[src/rtl/sync_fifo_fwft.sv]
// sync_fifo_fwft
//   Single-clock FIFO over an inferred RAM of 2^DEPTH_WIDTH words, with a
//   selectable read mode:
//     FWFT=0 : rd_data/rd_valid arrive one cycle after an accepted rd_en.
//     FWFT=1 : the head word sits on rd_data whenever the FIFO is not empty,
//              and rd_en pops it.
//   water_level counts every stored word, including the one presented in
//   FWFT mode. All status flags are registered from the post-edge level.
//   overflow/underflow are sticky until clr_err or rst.
//
// Ports
//   clk, rst              clock; synchronous active-high reset
//   wr_en, wr_data        write request and data
//   wr_full, almost_full  level == DEPTH, level >= ALMOST_FULL_NUM
//   rd_en                 read request (standard) or pop (FWFT)
//   rd_data, rd_valid     read data and its qualifier
//   rd_empty, almost_empty level == 0, level <= ALMOST_EMPTY_NUM
//   water_level           stored words, 0..DEPTH
//   overflow, underflow   sticky error flags
//   clr_err               clears both error flags
module sync_fifo_fwft #(
  parameter int DATA_WIDTH       = 8,
  parameter int DEPTH_WIDTH      = 8,
  parameter int FWFT             = 0,
  parameter int ALMOST_FULL_NUM  = 252,
  parameter int ALMOST_EMPTY_NUM = 4
) (
  input  logic                  clk,
  input  logic                  rst,
  input  logic                  wr_en,
  input  logic [DATA_WIDTH-1:0] wr_data,
  output logic                  wr_full,
  output logic                  almost_full,
  input  logic                  rd_en,
  output logic [DATA_WIDTH-1:0] rd_data,
  output logic                  rd_valid,
  output logic                  rd_empty,
  output logic                  almost_empty,
  output logic [DEPTH_WIDTH:0]  water_level,
  output logic                  overflow,
  output logic                  underflow,
  input  logic                  clr_err
);

  localparam int               DEPTH   = 1 << DEPTH_WIDTH;
  localparam int               LW      = DEPTH_WIDTH + 1;
  localparam logic [LW-1:0]    LVL_MAX = LW'(DEPTH);
  localparam logic [LW-1:0]    LVL_AF  = LW'(ALMOST_FULL_NUM);
  localparam logic [LW-1:0]    LVL_AE  = LW'(ALMOST_EMPTY_NUM);

  logic [DATA_WIDTH-1:0]  mem [DEPTH];
  logic [DEPTH_WIDTH-1:0] wr_ptr, rd_ptr;
  logic                   wr_acc, rd_acc;
  logic [LW-1:0]          lvl_nxt;

  // Accept decisions use the registered flags; a full FIFO rejects writes
  // even when a read frees a slot on the same edge.
  assign wr_acc  = wr_en && !wr_full;
  assign rd_acc  = rd_en && !rd_empty;
  assign lvl_nxt = water_level + LW'(wr_acc) - LW'(rd_acc);

  always_ff @(posedge clk) begin
    if (rst) begin
      wr_ptr       <= '0;
      rd_ptr       <= '0;
      water_level  <= '0;
      wr_full      <= 1'b0;
      almost_full  <= 1'b0;
      rd_empty     <= 1'b1;
      almost_empty <= 1'b1;
      overflow     <= 1'b0;
      underflow    <= 1'b0;
    end else begin
      if (wr_acc) wr_ptr <= wr_ptr + DEPTH_WIDTH'(1);
      if (rd_acc) rd_ptr <= rd_ptr + DEPTH_WIDTH'(1);
      water_level  <= lvl_nxt;
      wr_full      <= (lvl_nxt == LVL_MAX);
      almost_full  <= (lvl_nxt >= LVL_AF);
      rd_empty     <= (lvl_nxt == '0);
      almost_empty <= (lvl_nxt <= LVL_AE);
      // A new error event wins over a coincident clear.
      overflow     <= (wr_en && wr_full)  || (overflow  && !clr_err);
      underflow    <= (rd_en && rd_empty) || (underflow && !clr_err);
    end
  end

  always_ff @(posedge clk) begin
    if (wr_acc) mem[wr_ptr] <= wr_data;
  end

  generate
    if (FWFT != 0) begin : g_fwft
      // The RAM is read every cycle at the post-edge head address, so its
      // registered output always holds the head word one edge later. The
      // only case the RAM cannot cover is when the new head is the word
      // being written on this same edge (read-before-write); that word is
      // captured in byp_q and muxed in instead.
      logic [DEPTH_WIDTH-1:0] rd_ptr_nxt;
      logic [DATA_WIDTH-1:0]  ram_q, byp_q;
      logic                   byp_hit, byp_sel;

      assign rd_ptr_nxt = rd_ptr + DEPTH_WIDTH'(rd_acc);
      assign byp_hit    = wr_acc && (wr_ptr == rd_ptr_nxt);

      always_ff @(posedge clk) begin
        ram_q <= mem[rd_ptr_nxt];
      end

      // Reset selects a zeroed bypass register so rd_data reads 0.
      always_ff @(posedge clk) begin
        if (rst) begin
          byp_sel <= 1'b1;
          byp_q   <= '0;
        end else begin
          byp_sel <= byp_hit;
          if (byp_hit) byp_q <= wr_data;
        end
      end

      assign rd_data  = byp_sel ? byp_q : ram_q;
      assign rd_valid = !rd_empty;
    end else begin : g_std
      always_ff @(posedge clk) begin
        if (rst) begin
          rd_data  <= '0;
          rd_valid <= 1'b0;
        end else begin
          rd_valid <= rd_acc;
          if (rd_acc) rd_data <= mem[rd_ptr];
        end
      end
    end
  endgenerate

endmodule

[config.mk]
export PLATFORM = sky130hd
export DESIGN_NAME = sync_fifo_fwft
export DESIGN_NICKNAME = d
export VERILOG_FILES = /design/src/rtl/sync_fifo_fwft.sv
export SDC_FILE = /design/constraint.sdc
export NUM_CORES = 2
export LEC_CHECK = 0
export CAP_MARGIN = 20
export CORE_MARGIN = 3
export CORE_UTILIZATION = 30
export CTS_BUF_LIST = sky130_fd_sc_hd__clkbuf_8 sky130_fd_sc_hd__clkbuf_16
export DETAILED_ROUTE_END_ITERATION = 16
export PLACE_DENSITY = 0.44
export SYNTH_ARGS = -nofsm -noshare
export SYNTH_HDL_FRONTEND = slang
export SYNTH_SLANG_ARGS = --single-unit
[constraint.sdc]
create_clock -name clk -period 4.21 [get_ports clk]
set_clock_uncertainty 0.05 [all_clocks]
set_input_delay 0.842 -clock clk [delete_from_list [all_inputs] [get_ports clk]]
set_output_delay 0.842 -clock clk [all_outputs]
set_load 0.005 [all_outputs]
# Word-level counts from Yosys, hierarchy flattened
# Memory sizes are Yosys's and may differ from the RTL's. A register that Yosys moved wholly into a read port is not among the register bits.
# Index checks and enable logic that the tools add are counted.
[totals]
regBits = 32
ramBits = 2048
romBits = 0
out_inout_bits = 24
memories = 1
latchBits = 0
in_bits = 13
[classes]
bitwise_logic = 0
order_cmp = 2
n_mul = 0
mux = 2
n_reduce_logical = 12
n_div = 0
n_addsub = 4
n_shift = 0
eq_ne = 1
[mem_list]
columns = ["name", "words", "word_bits", "rd", "rd_ports_with_merged_regs", "wr", "line", "source"]
rows = [
  ["mem", 256, 8, 1, 1, 1, "51", "logic [DATA_WIDTH-1:0] mem [DEPTH];"],
]
[ops]
columns = ["operator", "n"]
rows = [
  ["$add A8 B1 Y8 const B", 2],
  ["$add A9 B1 Y9", 1],
  ["$eq A9 B9 Y1 const B", 1],
  ["$ge A9 B8 Y1 const B", 1],
  ["$le A9 B3 Y1 const B", 1],
  ["$logic_not A9 Y1", 1],
  ["$sub A9 B1 Y9", 1],
  ["$logic_and A1 B1 Y1", 6],
  ["$logic_not A1 Y1", 3],
  ["$logic_or A1 B1 Y1", 2],
  ["$mux W1", 2],
]

# Depth between registers and ports, before layout
[logic_depth]
depth_word = 5
mapped_depth = 17
mapped_depth_nobuf = 15

# Least setup slack after synthesis
# Ideal clock, no wire load.
[synth_timing]
path_type = "input to register"
from = "input port rd_en"
to = "register almost_empty"
path_slack_ns = 0.284
cell_stages = 17
setup_time_ns = 0.086
arrival_ns = 3.791
path_cell_list = "nand2b_1 > clkbuf_1 > inv_1 > clkbuf_1 > ha_1 > inv_1 > ha_1 > inv_1 > fa_1 > nor2b_1 > o21a_1 > o21a_1 > o31a_1 > a21oi_1 > or4_1 > o21ba_2 > a211oi_1"
[synth_between]
elab_chain_len = 3
[synth_rtl]
columns = ["element", "line", "source"]
rows = [
  ["from (decl)", "34", "input logic rd_en,"],
  ["$logic_and A1 B1 Y1", "59", "assign rd_acc = rd_en && !rd_empty;"],
  ["via rd_acc", "53", "logic wr_acc, rd_acc;"],
  ["$sub A9 B1 Y9", "60", "assign lvl_nxt = water_level + LW'(wr_acc) - LW'(rd_acc);"],
  ["$le A9 B3 Y1", "80", "almost_empty <= (lvl_nxt <= LVL_AE);"],
  ["to (signal assigned)", "80", ""],
  ["to (decl)", "38", "output logic almost_empty,"],
]
# The timed path passes the listed nets, and every way through them passes these cells.
# A chain may end at the register's enable or synchronous reset.

==> flow_summary.ini <==
[timing]
timing.final.max_slew_violations = 0
finalCritPeriodShare = 0.910
setup_repair_after_global_routing_missed_its_margin = no
whs_ps = 392
relSlewSlack = 0.274
setup-violations-final = 0
fmax_ghz = 0.261
tightestPinTransition_ps = 1090
hold_viol = 0
period_needed_ps = 3830

[power_and_ir_drop]
static-leakage-power_nw = 30.0
p_total_mw = 47.7
power_density_nw_per_um2 = 496
vdd_ir_drop_max_uv = 441

[clock_tree]
number_of_buffers_created_by_cts = 218
post_cts_resize_count = 0
numClockSinks = 2088
cts_hold_repair.buffers = 0
cts_tree = yes
clock_tree.root_cell = clkbuf_16
cts.path.max_buffers = 3
cts.htree.levels = 4
cts_setup_buffers = 0
clk_pin_slew_ps = 60
clk_latency_ps = 860

[synth]
synth-seq-cells = 2088
netlist_top_cells_area = edfxtp_1, mux4_2, mux2i_1
post_synth.cell_area_avg_sq_um = 20.9
number_of_flops_mapped_to_enable_cells_by_yosys = 2048
ys_async_sr_fraction = 0
synth.cell_area_sq_um = 81400
yosysTopAreaCellShare = 0.755
yosysSeqAreaShare = 0.765
mappedNetlistNets = 3932
netlist-cell-type-count = 70
synth_most_common_cell = edfxtp_1
syn_inst = 3904
yosys.area.top_type = edfxtp_1
synthTopCellsByCount = edfxtp_1, mux4_2, nor2_1
yosys_warnings = 0
postSynth.topFlopCell = edfxtp_1

[setup_path]
end_kind = register
critical-path-slowest-cell = a211oi_1
worstPathArrival_ps = 4540
reg2reg_slack_ps = 380
ff2ff_path_depth = 9
critical_path.reg2reg.endpoint = rd_data[4]
crit_fanout = 21
worstPathCellList = buf_12, buf_4, mux2i_1, o221ai_1, a211oi_1, a211oi_1, buf_4, o311a_1, o31a_1
crit-reg2reg-launch = rd_ptr[1]
timing.critical_path.from_type = register
timing.critical_path.slowest_cell_delay_ps = 750
required_ps = 4920
critical_path_class = reg -> reg

[global_route]
sum_of_overflow_across_all_layers_after_global_routing = 0
grt_max_degree = 112
first_global_vias = 42100
global_route.usage.total = 0.176
grt_antenna_before_repair = 13
first_pass_grt_wire_length_um = 346000

[floorplan]
placement_rows = 190
die_h_um = 527
die_width_um = 527
number_of_i_o_pins = 37
initial_util = 0.303
core-area_sq_um = 269000
overall_die_area_sq_um = 278000

[placed_design]
placed_area_sq_um = 89400
place_congestion = 0.805
placed_cells = 7776
dp_hpwl_um = 157000
port_buffers = 36

[flow_run]
max_cap_violations = 0

[finish]
final_nets = 4472
drive_gt1_frac = 0.292
layout.cells.non_filler = 8182
area.growth.synth_to_final_pct = 18.0
final_instance_area_sq_um = 96100

[drt]
dr.max_layer_used = met4
detailroute.via_count = 41400
detail-route-antenna-nets = 0
route.detailed.wl_per_inst_um = 30.2
initialDrtViolationCount = 4305
wl_met2_um = 119000
final_wl_um = 247000
drt_first_pass_iters = 6
detail_route.vias_per_cell = 5.06
routed_length_on_met1_um = 110000
remaining_drc_errors = 0
wl_met3_um = 12200

[hold_path]
hold_path_depth = 2
hold_worst_path_end = water_level[1]
worstHoldPathType = in -> reg
holdCritStartpoint = rst

[outcome]
outcome = completed
power by group:
| group | leakage, nW | switching, mW | internal (mW) | total [mW] |
|---|---|---|---|---|
| combinational | 7.79 | 3.43 | 2.98 | 6.41 |
| clock | 3.51 | 8.15 | 10.1 | 18.2 |
| sequential | 18.7 | 0.142 | 22.9 | 23.1 |
| total | 30.0 | 11.7 | 36.0 | 47.7 |
placed cells by master (no fill, tap or decap), types with 43 or more instances in the layout:
master,synthesis,layout
edfxtp_1,2048,2048
a22oi_1,53,53
buf_4,16,477
nand2_1,97,97
inv_1,20,76
clkinv_1,1,56
clkbuf_16,0,219
buf_12,7,43
mux2i_1,154,154
mux4_2,486,486
a21oi_1,71,71
nor2_1,310,309
critical path: cells and delay by family, from the launching register on:
family / cells / cell delay, ps
AOI/OAI and AO/OA: 5 / 1830
buffers and inverters: 3 / 750
DFF: 1 / 740
muxes: 1 / 300
metrics by stage:
| step | utilization | setup slack, ps | TNS, ps |
|---|---|---|---|
| final | 0.357 | 380 | 0 |
| after global routing | 0.357 | 319 | 0 |
| after CTS | 0.357 | 477 | 0 |
| after detailed placement | 0.332 | -18.1 | -29.7 |
| after global placement | 0.332 | -149 | -391 |
| after floorplan | - | 284 | 0 |
worst max path at each step:
stage,from,to,slack [ps],cells past startpoint
6_report,rd_ptr[1],rd_data[4],380,9
5_1_grt,rd_ptr[0],rd_data[3],320,9
4_1_cts,rd_ptr[1],rd_data[4],480,9
3_5_place_dp,wr_en,wr_full,-20,16
3_3_place_gp,wr_en,almost_empty,-150,16
2_1_floorplan,rd_en,almost_empty,280,17
cell type report:
cell class,instances,area (sq um)
clock inverters,180,1250
inverters,22,85.1
fillers,25100,173000
flip-flops and latches,2088,62300
multi-input cells,1558,17700
repair buffers,556,4840
diodes,5,12.5
well taps,3552,4440
clock buffers,221,5510
per-layer routing:
metal / up-vias / GRT usage
li1: 17300 / -
met1: 22600 / 0.250
met2: 1146 / 0.285
met3: 287 / 0.0253
met4: 0 / 0.0432
met5: - / 0
state kept, by name, summed over array words and instances, names as in the netlist:
signal / flops
rd_valid: 1
wr_ptr: 8
water_level: 9
rd_data: 8
overflow: 1
almost_full: 1
almost_empty: 1
rd_ptr: 8
wr_full: 1
rd_empty: 1
underflow: 1
mem: 2048
cells by family (layout without fill, tap and decap cells):
group / after synthesis / in the layout / share of synthesized area
flip-flops: 2088 / 2088 / 0.765
multiplexers: 647 / 647 / 0.154
AND/OR/NAND/NOR: 535 / 535 / 0.0279
AO/OA/AOI/OAI: 346 / 346 / 0.0297
buffers and inverters: 258 / 979 / 0.0191
adder cells (fa/ha/maj): 15 / 15 / 0.00240
XOR/XNOR: 15 / 15 / 0.00161
other: 0 / 5 / 0
No activity file was read; power rests on OpenSTA's default activity.
